[src/rtl/level_pkg.sv]
// Shared types and default parameters for the level sequencer.
package level_pkg;

  typedef enum logic [2:0] {
    ST_MENU   = 3'd0,
    ST_PLAY   = 3'd1,
    ST_FINALE = 3'd2,
    ST_WIN    = 3'd3,
    ST_LOSE   = 3'd4
  } level_state_t;

  localparam int unsigned DEF_NUM_STAGES   = 7;
  localparam int unsigned DEF_STAGE_TICKS  = 130;
  localparam int unsigned DEF_FINALE_TICKS = 390;
  localparam int unsigned DEF_LIVES        = 3;
  localparam int unsigned DEF_TIMER_W      = 11;

  // Index width that never collapses to zero bits for a count of one.
  function automatic int unsigned idx_w(input int unsigned n);
    return (n > 1) ? $clog2(n) : 1;
  endfunction

endpackage

[src/rtl/level_sequencer_if.sv]
// Handshake bundle between the sequencer, tick source, player logic and spawners.
interface level_sequencer_if #(
  parameter int unsigned NUM_STAGES = 7,
  parameter int unsigned LIVES      = 3
) ();
  import level_pkg::*;

  localparam int unsigned SW = idx_w(NUM_STAGES);
  localparam int unsigned LW = idx_w(LIVES + 1);

  logic                  tick;
  logic                  userSel;
  logic                  playerDied;
  logic                  reset_obj_count;
  logic [NUM_STAGES-1:0] shapes;
  logic [SW-1:0]         stage_idx;
  logic                  playerDone;
  logic                  menuScreen;
  logic                  winScreen;
  logic                  loseScreen;
  logic [LW-1:0]         lives_left;

  modport master (
    output tick, userSel, playerDied,
    input  reset_obj_count, shapes, stage_idx, playerDone,
           menuScreen, winScreen, loseScreen, lives_left
  );

  modport slave (
    input  tick, userSel, playerDied,
    output reset_obj_count, shapes, stage_idx, playerDone,
           menuScreen, winScreen, loseScreen, lives_left
  );
endinterface

[src/rtl/level_timer.sv]
// Frame-tick counter with clear, enable and terminal-count flag against a runtime limit.
module level_timer #(
  parameter int unsigned TIMER_W = 11
) (
  input  logic               clk,
  input  logic               rst_n,
  input  logic               i_clr,
  input  logic               i_en,
  input  logic [TIMER_W-1:0] i_limit,
  output logic               o_tc
);

  logic [TIMER_W-1:0] r_count;

  always_ff @(posedge clk or negedge rst_n) begin
    if (!rst_n)      r_count <= '0;
    else if (i_clr)  r_count <= '0;
    else if (i_en)   r_count <= r_count + 1'b1;
  end

  assign o_tc = (r_count == (i_limit - 1'b1));

endmodule

[src/rtl/level_sequencer.sv]
// Level sequencer: menu, staged play, finale, win/lose screens.
// Optional macro LEVEL_LIVES_EN enables lives with checkpoint restart and the LOSE path.
module level_sequencer
  import level_pkg::*;
#(
  parameter int unsigned NUM_STAGES   = DEF_NUM_STAGES,
  parameter int unsigned STAGE_TICKS  = DEF_STAGE_TICKS,
  parameter int unsigned FINALE_TICKS = DEF_FINALE_TICKS,
  parameter int unsigned LIVES        = DEF_LIVES,
  parameter int unsigned TIMER_W      = DEF_TIMER_W
) (
  input  logic             clk,
  input  logic             reset_n,
  level_sequencer_if.slave bus
);

  localparam int unsigned SW = idx_w(NUM_STAGES);
  localparam int unsigned LW = idx_w(LIVES + 1);
  localparam logic [SW-1:0]      LAST_STAGE = SW'(NUM_STAGES - 1);
  localparam logic [TIMER_W-1:0] STAGE_LIM  = TIMER_W'(STAGE_TICKS);
  localparam logic [TIMER_W-1:0] FINALE_LIM = TIMER_W'(FINALE_TICKS);

  level_state_t  r_state, w_state_n;
  logic [SW-1:0] r_stage, w_stage_n;
  logic          r_obj, w_obj_n;
  logic          r_sel_q;
  logic          w_sel_rise;
  logic          w_t_clr, w_t_en, w_t_tc;
  logic [TIMER_W-1:0] w_limit;
`ifdef LEVEL_LIVES_EN
  logic [LW-1:0] r_lives, w_lives_n;
`endif

  assign w_sel_rise = bus.userSel & ~r_sel_q;
  assign w_limit    = (r_state == ST_FINALE) ? FINALE_LIM : STAGE_LIM;

  level_timer #(.TIMER_W(TIMER_W)) u_timer (
    .clk     (clk),
    .rst_n   (reset_n),
    .i_clr   (w_t_clr),
    .i_en    (w_t_en),
    .i_limit (w_limit),
    .o_tc    (w_t_tc)
  );

  always_ff @(posedge clk or negedge reset_n) begin
    if (!reset_n) begin
      r_state <= ST_MENU;
      r_stage <= '0;
      r_obj   <= 1'b0;
      r_sel_q <= 1'b0;
`ifdef LEVEL_LIVES_EN
      r_lives <= LW'(LIVES);
`endif
    end else begin
      r_state <= w_state_n;
      r_stage <= w_stage_n;
      r_obj   <= w_obj_n;
      r_sel_q <= bus.userSel;
`ifdef LEVEL_LIVES_EN
      r_lives <= w_lives_n;
`endif
    end
  end

  // Death outranks a same-cycle boundary tick, so the boundary is simply dropped.
  always_comb begin
    w_state_n = r_state;
    w_stage_n = r_stage;
    w_obj_n   = 1'b0;
    w_t_clr   = 1'b0;
    w_t_en    = 1'b0;
`ifdef LEVEL_LIVES_EN
    w_lives_n = r_lives;
`endif
    unique case (r_state)
      ST_MENU: begin
        if (w_sel_rise) begin
          w_state_n = ST_PLAY;
          w_stage_n = '0;
          w_t_clr   = 1'b1;
`ifdef LEVEL_LIVES_EN
          w_lives_n = LW'(LIVES);
`endif
        end
      end
      ST_PLAY, ST_FINALE: begin
        if (bus.playerDied) begin
          w_t_clr = 1'b1;
`ifdef LEVEL_LIVES_EN
          if (r_lives > LW'(1)) begin
            w_lives_n = r_lives - 1'b1;
            w_obj_n   = 1'b1;
          end else begin
            w_lives_n = '0;
            w_state_n = ST_LOSE;
          end
`else
          w_state_n = ST_PLAY;
          w_stage_n = '0;
          w_obj_n   = 1'b1;
`endif
        end else if (bus.tick) begin
          if (w_t_tc) begin
            w_t_clr = 1'b1;
            if (r_state == ST_FINALE) begin
              w_state_n = ST_WIN;
            end else begin
              w_obj_n = 1'b1;
              if (r_stage == LAST_STAGE) w_state_n = ST_FINALE;
              else                       w_stage_n = r_stage + 1'b1;
            end
          end else begin
            w_t_en = 1'b1;
          end
        end
      end
      ST_WIN, ST_LOSE: begin
        if (w_sel_rise) w_state_n = ST_MENU;
      end
      default: w_state_n = ST_MENU;
    endcase
  end

  always_comb begin
    bus.reset_obj_count = r_obj;
    bus.stage_idx       = r_stage;
    bus.menuScreen      = (r_state == ST_MENU);
    bus.playerDone      = (r_state == ST_FINALE) || (r_state == ST_WIN);
    bus.winScreen       = (r_state == ST_WIN);
`ifdef LEVEL_LIVES_EN
    bus.loseScreen      = (r_state == ST_LOSE);
    bus.lives_left      = r_lives;
`else
    bus.loseScreen      = 1'b0;
    bus.lives_left      = '0;
`endif
    bus.shapes = '0;
    for (int unsigned i = 0; i < NUM_STAGES; i++)
      bus.shapes[i] = (r_state == ST_PLAY) && (r_stage == SW'(i));
  end

endmodule

[src/flat_wrapper.sv]
// flat-port wrapper written by rule: the top's interface ports become plain ports
module level_sequencer_flat import level_pkg::*;
#(
  parameter int unsigned NUM_STAGES   = DEF_NUM_STAGES,
  parameter int unsigned STAGE_TICKS  = DEF_STAGE_TICKS,
  parameter int unsigned FINALE_TICKS = DEF_FINALE_TICKS,
  parameter int unsigned LIVES        = DEF_LIVES,
  parameter int unsigned TIMER_W      = DEF_TIMER_W
)
  (clk, reset_n, bus_tick, bus_userSel, bus_playerDied, bus_reset_obj_count, bus_shapes, bus_stage_idx, bus_playerDone, bus_menuScreen, bus_winScreen, bus_loseScreen, bus_lives_left);
  level_sequencer_if #(.NUM_STAGES(NUM_STAGES), .LIVES(LIVES)) bus_i ();
  input  logic clk;
  input  logic reset_n;
  input wire logic [$bits(bus_i.tick)-1:0] bus_tick;
  input wire logic [$bits(bus_i.userSel)-1:0] bus_userSel;
  input wire logic [$bits(bus_i.playerDied)-1:0] bus_playerDied;
  output wire logic [$bits(bus_i.reset_obj_count)-1:0] bus_reset_obj_count;
  output wire logic [$bits(bus_i.shapes)-1:0] bus_shapes;
  output wire logic [$bits(bus_i.stage_idx)-1:0] bus_stage_idx;
  output wire logic [$bits(bus_i.playerDone)-1:0] bus_playerDone;
  output wire logic [$bits(bus_i.menuScreen)-1:0] bus_menuScreen;
  output wire logic [$bits(bus_i.winScreen)-1:0] bus_winScreen;
  output wire logic [$bits(bus_i.loseScreen)-1:0] bus_loseScreen;
  output wire logic [$bits(bus_i.lives_left)-1:0] bus_lives_left;
  assign bus_i.tick = bus_tick;
  assign bus_i.userSel = bus_userSel;
  assign bus_i.playerDied = bus_playerDied;
  assign bus_reset_obj_count = bus_i.reset_obj_count;
  assign bus_shapes = bus_i.shapes;
  assign bus_stage_idx = bus_i.stage_idx;
  assign bus_playerDone = bus_i.playerDone;
  assign bus_menuScreen = bus_i.menuScreen;
  assign bus_winScreen = bus_i.winScreen;
  assign bus_loseScreen = bus_i.loseScreen;
  assign bus_lives_left = bus_i.lives_left;
  level_sequencer #(.NUM_STAGES(NUM_STAGES), .STAGE_TICKS(STAGE_TICKS), .FINALE_TICKS(FINALE_TICKS), .LIVES(LIVES), .TIMER_W(TIMER_W)) u_core (.clk(clk), .reset_n(reset_n), .bus(bus_i));
endmodule
[config.mk]
export PLATFORM = sky130hd
export DESIGN_NAME = level_sequencer_flat
export DESIGN_NICKNAME = d
export VERILOG_FILES = /design/src/rtl/level_pkg.sv /design/src/rtl/level_sequencer_if.sv /design/src/rtl/level_timer.sv /design/src/rtl/level_sequencer.sv /design/src/flat_wrapper.sv
export SDC_FILE = /design/constraint.sdc
export NUM_CORES = 1
export LEC_CHECK = 0
export CAP_MARGIN = 20
export CORE_AREA = 2 2 50 75
export CTS_CLUSTER_SIZE = 20
export DETAILED_ROUTE_END_ITERATION = 8
export DIE_AREA = 0 0 52 77
export MAX_ROUTING_LAYER = met4
export PLACE_DENSITY = 0.73
export REMOVE_ABC_BUFFERS = 1
export SETUP_SLACK_MARGIN = 0.15
export SYNTH_ARGS = -nofsm -noshare
export SYNTH_HDL_FRONTEND = slang
export SYNTH_HIERARCHICAL = 1
export SYNTH_SLANG_ARGS = --single-unit
export TNS_END_PERCENT = 30
[constraint.sdc]
create_clock -name clk -period 2.8 [get_ports clk]
set_input_delay 0.28 -clock clk [delete_from_list [all_inputs] [get_ports clk]]
set_output_delay 0.28 -clock clk [all_outputs]
set_load 0.05 [all_outputs]
==> flow_metrics.py, run 1 <==
metrics = {
    "run_status": {
        "status": "finished with violations",
        "violations": "setup timing",
    },
    "power_and_ir_drop": {
        "clock_power_share_pct": 18.7,
        "seqPwrFrac_pct": 26.6,
        "power.share.switching_pct": 39.7,
        "ir_drop_v": 0.000547,
        "comb_power_share_pct": 54.7,
        "switching_power_mw": 0.458,
        "powerDensity_nw_per_um2": 503,
        "leakage_nw": 1.15,
        "internal_power_mw": 0.697,
    },
    "timing": {
        "finalHoldViolCount": 0,
        "worst_pin_slew_ns": 0.854,
        "finalCriticalPeriod_ns": 2.87,
        "hold_ws_ns": 0.508,
        "final.setup_skew_ns": 0.00257,
        "setup_tns_ns": -0.220,
        "setup_ws_ns": -0.0729,
        "rsz0062_at_grt": "true",
        "slew_headroom_pct": 42.9,
        "finalCritPeriodShare_pct": 103,
        "setup_violations": 8,
        "slew_viol_final": 0,
        "fmax_mhz": 348,
    },
    "route": {
        "ant_nets": 0,
        "firstDrtPassIters": 4,
        "drtIter0Drc": 26,
        "wl_per_cell_um": 12.7,
        "drc_errors": 0,
        "vias_per_cell": 4.92,
        "vias": 1524,
        "wl_mm": 3.93,
    },
    "layout": {
        "stdcell_area_sq_um": 2300,
        "num-nets-final": 286,
        "fill_cells": 254,
        "area.growth.synth_to_final_pct": 44.6,
        "diodes": 0,
        "drive_gt1_share_pct": 23.5,
    },
    "synth": {
        "synth-seq-area-share_pct": 28.3,
        "synth_most_common_cell": "nor2_1",
        "ys_warn_count": 6,
        "syn_inst": 182,
        "syn_area_sq_um": 1590,
        "synth_async_sr_flop_share_pct": 100,
        "synth.top_cells.by_count": "nor2_1 (22), dfrtp_1 (18), ha_1 (12), inv_1 (12), xor2_1 (11)",
        "avgSynthCellArea_sq_um": 8.73,
        "synth_top_area_share_pct": 28.3,
        "yosysTopAreaCell": "dfrtp_1",
        "synth-edff-count": 0,
        "synth_cell_types": 54,
        "synth_area_leaders": "dfrtp_1 (28%), ha_1 (9.4%), xor2_1 (6.1%), nor2_1 (5.2%), xnor2_1 (3.9%)",
        "synth_ff_type": "dfrtp_1",
        "synth-seq-cells": 18,
    },
    "clocking": {
        "clkTransAtPathRegs_ns": 0.07,
        "cts_buffers": 3,
        "cts_hold_buf": 0,
        "cts.path.max_buffers": 2,
        "cts_tree": "built",
        "cts_max_level": 1,
        "clock_sinks": 18,
        "cts_root_buf": "clkbuf_8",
        "clock_latency_ns": 0.25,
    },
    "floorplan": {
        "rows": 26,
        "ios": 22,
        "start_util_pct": 47.4,
        "core_sq_um": 3350,
        "die_x_um": 52,
        "die_y_um": 77,
        "die_area_sq_um": 4000,
    },
    "critical_path": {
        "cp_slowest_stage_delay_ns": 0.42,
        "cp_max_fo": 3,
        "arrival_ns": 3.02,
        "r2r_end": "u_core/u_timer/r_count[8]",
        "worst-path-buf-inv": 1,
        "crit_chain": "ha_4 > and2b_1 > nor3_2 > a211oi_2 > a211o_1 > nor4b_4 > nand2_1 > inv_1 > o21ai_2 > a21oi_2 > nor2_2 > nor3b_2 > and3_1 > xnor2_1 > nor2_1",
        "crit_start": "u_core/r_state[1]",
        "required_ns": 2.94,
        "rrSetupSlack_ns": -0.07,
        "crit_type": "register to register",
        "crit_family": "simple AND/OR/NAND/NOR gates",
        "critPathLaunchType": "register",
        "r2r-start": "u_core/r_state[1]",
        "endpoint_kind": "register",
        "slowest_stage": "dfrtp_1",
        "r2r_cells": 15,
    },
    "place": {
        "place_area_sq_um": 2080,
        "io_buffers": 18,
        "hpwl_mm": 2.92,
        "gp_congestion": 0.845,
    },
    "run": {
        "maxCapViolations": 0,
    },
    "global_routing": {
        "grt-busiest-layer": "met2",
        "grt_antenna_before_repair": 0,
        "overflow": 0,
        "met1_usage_pct": 22.1,
        "grt_max_degree": 19,
        "grt_util_met3_pct": 1.36,
        "grt_util_met2_pct": 39.9,
        "grt_usage_pct": 21.2,
        "grt_pass1_vias": 1526,
        "grt_pass1_wl_mm": 6.44,
    },
    "min_path": {
        "hp-class": "primary input to async pin",
    },
}
==> area by class of cell <==
type | count | area, sq um | area share [%]
clock buffers | 4 | 55.1 | 2.40
inverters | 12 | 45.0 | 1.96
multi-input cells | 186 | 1260 | 54.7
flip-flops and latches | 18 | 450 | 19.6
well taps | 42 | 52.6 | 2.29
repair buffers | 48 | 438 | 19.1
==> kinds of logic after synthesis <==
| kind of cell | synth area share [%] |
|---|---|
| compound gates | 13.4 |
| flops | 28.3 |
| xor+xnor | 9.92 |
| mux | 1.34 |
| buf+inv | 5.90 |
| simple gates | 31.2 |
| fa+ha+maj | 9.45 |
| other cells | 0.473 |
==> through the flow <==
stage	utilization (%)	power [mW]	cells	setup slack (ns)
2_1_floorplan	-	0.645	216	-0.738
3_3_place_gp	62.1	0.808	296	0.00962
3_5_place_dp	62.1	0.811	296	-0.0996
4_1_cts	65.6	1.07	305	0.139
5_1_grt	68.6	1.22	310	-0.247
6_report	68.6	1.16	310	-0.0729
==> state kept, by name, summed over array words and instances, names as in the netlist <==
| name | count |
|---|---|
| u_core/bus.reset_obj_count | 1 |
| u_core/bus.stage_idx | 3 |
| u_core/r_sel_q | 1 |
| u_core/r_state | 2 |
| u_core/u_timer/r_count | 11 |
==> worst max-delay path by stage <==
stage                           endpoint  slack, ns  cells past startpoint
2_1_floorplan  u_core/u_timer/r_count[8]      -0.74                     16
3_3_place_gp   u_core/u_timer/r_count[8]       0.01                     15
3_5_place_dp   u_core/u_timer/r_count[8]       -0.1                     16
4_1_cts        u_core/u_timer/r_count[8]       0.14                     16
5_1_grt        u_core/u_timer/r_count[7]      -0.25                     16
6_report       u_core/u_timer/r_count[8]      -0.07                     15
==> what timing repair did <==
item / 4_1_cts / 5_1_grt
pin swaps: 8 / 12
buffers inserted: 5 / 5
resized for setup: 6 / 17
endpoints found under the setup margin: 7 / 11
cloned: 0 / 0
==> power groups by stage <==
stage	registers [mW]	logic, mW	clock network [mW]
after floorplan	0.349	0.296	0
after global placement	0.311	0.496	0
after detailed placement	0.311	0.500	0
after CTS	0.308	0.544	0.222
after global routing	0.312	0.681	0.229
final	0.307	0.632	0.217
==> layer usage <==
metal | vias up | part of all wire, %
li1 | 767 | -
met1 | 713 | 36
met2 | 37 | 59
met3 | 7 | 3.2
met4 | 0 | 1.3
met5 | - | 0
==> cell usage in the layout, fill, tap and decap left out, types with 2 or more instances in the layout <==
| cell type | n |
|---|---|
| a211oi_1 | 2 |
| a211oi_2 | 2 |
| a21oi_1 | 2 |
| a21oi_2 | 3 |
| and2_1 | 5 |
| and2b_1 | 2 |
| and3_1 | 3 |
| and3_2 | 3 |
| buf_4 | 25 |
| buf_6 | 4 |
| clkbuf_8 | 4 |
| clkdlybuf4s50_1 | 14 |
| conb_1 | 44 |
| dfrtp_1 | 18 |
| dlymetal6s2s_1 | 4 |
| ha_1 | 11 |
| inv_1 | 11 |
| nand2_1 | 10 |
| nand2b_1 | 2 |
| nand3_1 | 3 |
| nand4_1 | 7 |
| nor2_1 | 21 |
| nor3_2 | 4 |
| nor3b_2 | 2 |
| nor4_1 | 2 |
| o21ai_0 | 4 |
| o21ai_1 | 2 |
| o2bb2ai_1 | 2 |
| or3_1 | 2 |
| or3b_2 | 2 |
| xnor2_1 | 6 |
| xor2_1 | 11 |
Note: power is estimated with default switching activity, not from simulation.
==> inputs of run 2 (changes only) <==
--- a/config.mk
+++ b/config.mk
@@ -6,12 +6,12 @@
 export NUM_CORES = 1
 export LEC_CHECK = 0
 export CAP_MARGIN = 20
-export CORE_AREA = 2 2 50 75
+export CORE_AREA = 2 2 52 78
 export CTS_CLUSTER_SIZE = 20
 export DETAILED_ROUTE_END_ITERATION = 8
-export DIE_AREA = 0 0 52 77
+export DIE_AREA = 0 0 54 80
 export MAX_ROUTING_LAYER = met4
-export PLACE_DENSITY = 0.73
+export PLACE_DENSITY = 0.68
 export REMOVE_ABC_BUFFERS = 1
 export SETUP_SLACK_MARGIN = 0.15
 export SYNTH_ARGS = -nofsm -noshare
==> flow_metrics.py, run 2 (synthesis results as in run 1) <==
metrics = {
    "layout": {
        "diodes": 0,
        "final_util_pct": 61.6,
        "regMostFlops": "u_core/u_timer/r_count",
        "final_common_cell": "conb_1",
        "largest_register_ffs": 11,
        "num-nets-final": 281,
        "layout_common_cells": "conb_1 (44), buf_4 (24), nor2_1 (21)",
        "area.growth.synth_to_final_pct": 41.4,
        "drive_gt1_share_pct": 22.1,
    },
    "route": {
        "wl_mm": 3.67,
        "wl_per_cell_um": 12.0,
        "vias_per_cell": 4.81,
        "vias": 1473,
        "drtIter0Drc": 13,
        "ant_nets": 0,
        "drc_errors": 0,
        "firstDrtPassIters": 4,
    },
    "critical_path": {
        "crit_start": "u_core/r_state[1]",
        "worstSetupEndpoint": "u_core/u_timer/r_count[8]",
        "slowest_stage": "dfrtp_1",
        "crit_chain": "ha_4 > and2b_1 > nor3_2 > a211oi_2 > a211o_1 > nor4b_4 > nand2_1 > inv_1 > o21ai_2 > a21oi_2 > nor2_2 > nor3b_2 > and3_1 > xnor2_1 > nor2_1",
        "r2r-start": "u_core/r_state[1]",
        "crit_type": "register to register",
        "critPathLaunchType": "register",
        "cp_max_fo": 3,
        "required_ns": 2.95,
        "r2r_cells": 15,
        "endpoint_kind": "register",
        "arrival_ns": 3.02,
        "rrSetupSlack_ns": -0.07,
        "r2r_end": "u_core/u_timer/r_count[8]",
        "cp_slowest_stage_delay_ns": 0.42,
    },
    "clocking": {
        "cts_buffers": 3,
        "cts.path.max_buffers": 2,
        "clkTransAtPathRegs_ns": 0.07,
        "clock_sinks": 18,
        "cts_tree": "built",
        "cts_max_level": 1,
        "cts_root_buf": "clkbuf_8",
        "clock_latency_ns": 0.25,
    },
    "place": {
        "io_buffers": 18,
        "hpwl_mm": 2.89,
        "gp_congestion": 0.859,
    },
    "timing": {
        "fmax_mhz": 348,
        "slew_viol_final": 0,
        "finalCriticalPeriod_ns": 2.87,
        "finalCritPeriodShare_pct": 103,
        "final.setup_skew_ns": 0.00226,
        "slew_headroom_pct": 45.6,
        "worst_pin_slew_ns": 0.814,
        "setup_violations": 3,
        "rsz0062_at_grt": "true",
        "finalHoldViolCount": 0,
        "setup_ws_ns": -0.0713,
    },
    "global_routing": {
        "grt_util_met2_pct": 36.5,
        "overflow": 0,
        "grt_pass1_wl_mm": 6.27,
        "met1_usage_pct": 20.4,
        "grt_util_met3_pct": 1.31,
        "grt_antenna_before_repair": 0,
        "grt_usage_pct": 19.8,
        "grt_max_degree": 19,
        "grt-busiest-layer": "met2",
        "grt_pass1_vias": 1537,
    },
    "floorplan": {
        "die_area_sq_um": 4320,
        "start_util_pct": 43.6,
        "ios": 22,
        "core_sq_um": 3650,
        "die_x_um": 54,
        "die_y_um": 80,
        "rows": 27,
    },
    "run": {
        "maxCapViolations": 0,
    },
    "power_and_ir_drop": {
        "power.total_mw": 1.08,
        "leakage_nw": 1.11,
        "powerDensity_nw_per_um2": 479,
        "ir_drop_v": 0.000382,
    },
    "min_path": {
        "hp-class": "primary input to async pin",
    },
    "run_status": {
        "status": "finished with violations",
        "violations": "setup timing",
    },
}
[run 2: where the power goes]
group	internal [mW]	switching (mW)
registers	0.287	0.0209
clock network	0.125	0.0895
logic	0.227	0.325
total	0.640	0.436
[run 2: routing by layer]
layer  up-vias  wire length (um)
met5         -                 0
met4         0                28
met3         2                75
met2        15              2170
met1       698              1400
li1        758                 -
[run 2: worst min-delay path by stage]
stage	start	slack (ns)	cells past startpoint	endpoint
2_1_floorplan	reset_n	-0.02	0	u_core/bus.reset_obj_count
3_3_place_gp	u_core/u_timer/r_count[10]	0.54	2	u_core/u_timer/r_count[10]
3_5_place_dp	u_core/bus.stage_idx[1]	0.57	1	u_core/bus.stage_idx[1]
4_1_cts	reset_n	0.53	1	u_core/bus.stage_idx[2]
5_1_grt	bus_userSel	0.54	1	u_core/r_sel_q
6_report	reset_n	0.49	1	u_core/u_timer/r_count[1]
[run 2: what timing repair did]
item / 4_1_cts / 5_1_grt
endpoints found under the setup margin: 6 / 8
buffers inserted: 2 / 3
pin swaps: 6 / 15
gates resized for setup: 2 / 16
hold buffers: 0 / 0
[run 2: critical path, delay by kind of cell, from the launching register on]
| family | cells | cell delay (ns) |
|---|---|---|
| simple gates | 8 | 1.34 |
| compound gates | 4 | 0.63 |
| flops | 1 | 0.42 |
| fa+ha+maj | 1 | 0.17 |
| xor+xnor | 1 | 0.11 |
| buf+inv | 1 | 0.09 |
[run 2: area by class of cell]
class                           count  area, sq um
Clock buffer                        4         55.1
Fill cell                         330         1400
Tap cell                           43         53.8
Multi-Input combinational cell    186         1260
Sequential cell                    18          450
Timing Repair Buffer               43          379
Inverter                           12         45.0
[run 2: metrics by stage]
stage / setup slack, ns / std cells / instance area (sq um) / hold WS, ns / TNS [ns]
finish: -0.0713 / 306 / 2250 / 0.492 / -0.0973
global route: -0.265 / 306 / 2250 / 0.537 / -0.937
CTS: 0.125 / 303 / 2160 / 0.526 / 0
detailed placement: -0.0886 / 297 / 2080 / 0.566 / -0.167
global placement: 0.000981 / 297 / 2080 / 0.542 / 0
floorplan: -0.738 / 216 / 1700 / -0.0156 / -3.10
==> inputs of run 3 (changes only) <==
--- a/config.mk
+++ b/config.mk
@@ -5,13 +5,14 @@
 export SDC_FILE = /design/constraint.sdc
 export NUM_CORES = 1
 export LEC_CHECK = 0
+export ABC_AREA = 1
 export CAP_MARGIN = 20
-export CORE_AREA = 2 2 52 78
+export CORE_AREA = 2 2 55 82
 export CTS_CLUSTER_SIZE = 20
 export DETAILED_ROUTE_END_ITERATION = 8
-export DIE_AREA = 0 0 54 80
+export DIE_AREA = 0 0 57 84
 export MAX_ROUTING_LAYER = met4
-export PLACE_DENSITY = 0.68
+export PLACE_DENSITY = 0.67
 export REMOVE_ABC_BUFFERS = 1
 export SETUP_SLACK_MARGIN = 0.15
 export SYNTH_ARGS = -nofsm -noshare
==> flow_metrics.py, run 3 <==
metrics = {
    "layout": {
        "diodes": 0,
        "layout_common_cells": "nand2_1 (78), inv_1 (36), nor2_1 (36)",
        "num-nets-final": 348,
        "drive_gt1_share_pct": 13.6,
        "final_common_cell": "nand2_1",
        "instances_no_fill": 376,
        "largest_register_ffs": 11,
        "final_util_pct": 54.4,
        "regMostFlops": "u_core/u_timer/r_count",
        "area.growth.synth_to_final_pct": 27.5,
    },
    "synth": {
        "syn_inst": 276,
        "synth_async_sr_flop_share_pct": 100,
        "synth_cell_types": 33,
        "syn_area_sq_um": 1770,
        "synth_area_leaders": "dfrtp_1 (25%), nand2_1 (17%), ha_1 (8.5%), inv_1 (8.3%), nor2_1 (8.1%)",
        "synth_ff_type": "dfrtp_1",
        "synth-edff-count": 0,
        "avgSynthCellArea_sq_um": 6.40,
        "synth-seq-cells": 18,
        "synth-seq-area-share_pct": 25.5,
        "yosysTopAreaCell": "dfrtp_1",
        "synth_top_area_share_pct": 25.5,
        "ys_warn_count": 6,
        "synth_most_common_cell": "nand2_1",
        "synth.top_cells.by_count": "nand2_1 (79), inv_1 (39), nor2_1 (38)",
    },
    "timing": {
        "setup_tns_ns": 0,
        "final.setup_skew_ns": 0.000611,
        "rsz0062_at_grt": "true",
        "fmax_mhz": 398,
        "worst_pin_slew_ns": 0.840,
        "slew_headroom_pct": 43.8,
        "setup_violations": 0,
        "finalHoldViolCount": 0,
        "slew_viol_final": 0,
        "finalCriticalPeriod_ns": 2.51,
        "finalCritPeriodShare_pct": 89.7,
    },
    "critical_path": {
        "required_ns": 3.00,
        "endpoint_kind": "register",
        "slowest_stage": "dfrtp_2",
        "cp_common_cell": "nand2_1",
        "crit_type": "register to register",
        "r2r_cells": 20,
        "critPathLaunchType": "register",
        "crit_chain": "ha_4 > inv_4 > nand2_1 > nand3_1 > nand2_1 > nor2_1 > nand2_1 > nor2_1 > nand3_1 > nor2_2 > nand2_1 > nand2_1 > nand2_2 > a21oi_4 > nor2_4 > nor3_4 > nand3_2 > o21ai_1 > nand2_1 > nor2_1",
        "cp_slowest_stage_delay_ns": 0.43,
        "cp_max_fo": 6,
        "arrival_ns": 2.71,
    },
    "global_routing": {
        "overflow": 0,
        "grt_usage_pct": 19.3,
        "grt_antenna_before_repair": 0,
        "grt_pass1_wl_mm": 7.14,
        "grt_max_degree": 19,
        "grt_pass1_vias": 1714,
    },
    "route": {
        "met1Wirelength_mm": 1.64,
        "firstDrtPassIters": 4,
        "wl_per_cell_um": 11.1,
        "drtIter0Drc": 48,
        "wl_met2_mm": 2.28,
        "wl_met3_um": 114,
        "ant_nets": 0,
        "drc_errors": 0,
        "wl_mm": 4.17,
        "vias_per_cell": 4.63,
        "vias": 1741,
        "topRoutingLayerUsed": "met4",
    },
    "clocking": {
        "clock_sinks": 18,
        "clock_latency_ns": 0.26,
        "cts_buffers": 3,
        "cts_root_buf": "clkbuf_8",
        "cts.path.max_buffers": 2,
        "clkTransAtPathRegs_ns": 0.07,
        "cts_tree": "built",
        "cts_max_level": 1,
    },
    "place": {
        "dp.cells": 367,
        "io_buffers": 18,
        "gp_congestion": 0.854,
        "hpwl_mm": 3.31,
    },
    "floorplan": {
        "rows": 29,
        "start_util_pct": 42.7,
        "die_area_sq_um": 4790,
        "die_x_um": 57,
        "core_sq_um": 4140,
        "die_y_um": 84,
        "ios": 22,
    },
    "run": {
        "maxCapViolations": 0,
    },
    "run_status": {
        "status": "finished, final reports clean",
    },
    "power_and_ir_drop": {
        "leakage_nw": 1.17,
        "ir_drop_v": 0.000611,
        "powerDensity_nw_per_um2": 707,
    },
    "min_path": {
        "hp-class": "primary input to async pin",
    },
}
run 3: layout make-up:
| cell class | instances | area (sq um) |
|---|---|---|
| Multi-Input combinational cell | 237 | 1260 |
| Fill cell | 437 | 1880 |
| Tap cell | 46 | 57.6 |
| Inverter | 43 | 168 |
| Sequential cell | 18 | 452 |
| Clock buffer | 4 | 55.1 |
| Timing Repair Buffer | 28 | 255 |
run 3: cell families (layout without fill, tap and decap cells):
kind of cell / Yosys count / in the layout / share of synthesized area, %
other: 2 / 30 / 0.425
AOI/OAI and AO/OA: 15 / 15 / 4.67
buffers and inverters: 49 / 75 / 11.8
adders and majority gates: 12 / 12 / 8.50
xor gates and xnor gates: 6 / 6 / 3.75
and+or+nand+nor: 174 / 174 / 45.4
DFF: 18 / 18 / 25.5
run 3: per-layer routing:
layer / vias up / GRT usage (%)
li1: 936 / -
met1: 767 / 19.7
met2: 27 / 34.8
met3: 11 / 2.33
met4: 0 / 10.4
met5: - / -
run 3: metrics by stage:
stage	area [sq um]	hold WS, ns	worst slack [ns]	total power, mW
after floorplan	1830	-0.0156	0.121	1.04
after global placement	2100	0.533	0.129	1.31
after detailed placement	2100	0.553	0.0359	1.30
after CTS	2170	0.498	0.123	1.55
after global routing	2250	0.529	0.0680	1.72
final	2250	0.493	0.288	1.59
run 3: worst paths after layout:
check	start	end	slack [ns]
min in group clk	bus_userSel	u_core/r_sel_q	0.50
max in group asynchronous	reset_n	u_core/r_state[1]	1.73
max reg2reg	u_core/r_state[1]	u_core/u_timer/r_count[7]	0.29
min reg2reg	u_core/bus.stage_idx[1]	u_core/bus.stage_idx[1]	0.56
min	reset_n	u_core/bus.reset_obj_count	0.49
max	u_core/r_state[1]	u_core/u_timer/r_count[7]	0.29
run 3: power breakdown:
part | internal, mW | switching (mW) | leakage [nW]
registers | 0.300 | 0.0415 | 0.243
logic | 0.350 | 0.679 | 0.901
clock network | 0.125 | 0.0972 | 0.0288
run 3: timing repair:
action | 4_1_cts | 5_1_grt
setup endpoints to repair | 9 | 10
resized for setup | 3 | 13
pin swaps | 0 | 11
endpoints found under the hold margin | 0 | 0
setup buffers | 0 | 5
hold buffers | 0 | 0
run 3: critical path: cells and delay by family (launching register included):
| kind | cells | cell delay [ns] |
|---|---|---|
| buffers and inverters | 1 | 0.07 |
| DFF | 1 | 0.43 |
| AOI/OAI and AO/OA | 2 | 0.35 |
| and+or+nand+nor | 16 | 1.40 |
| adders and majority gates | 1 | 0.20 |
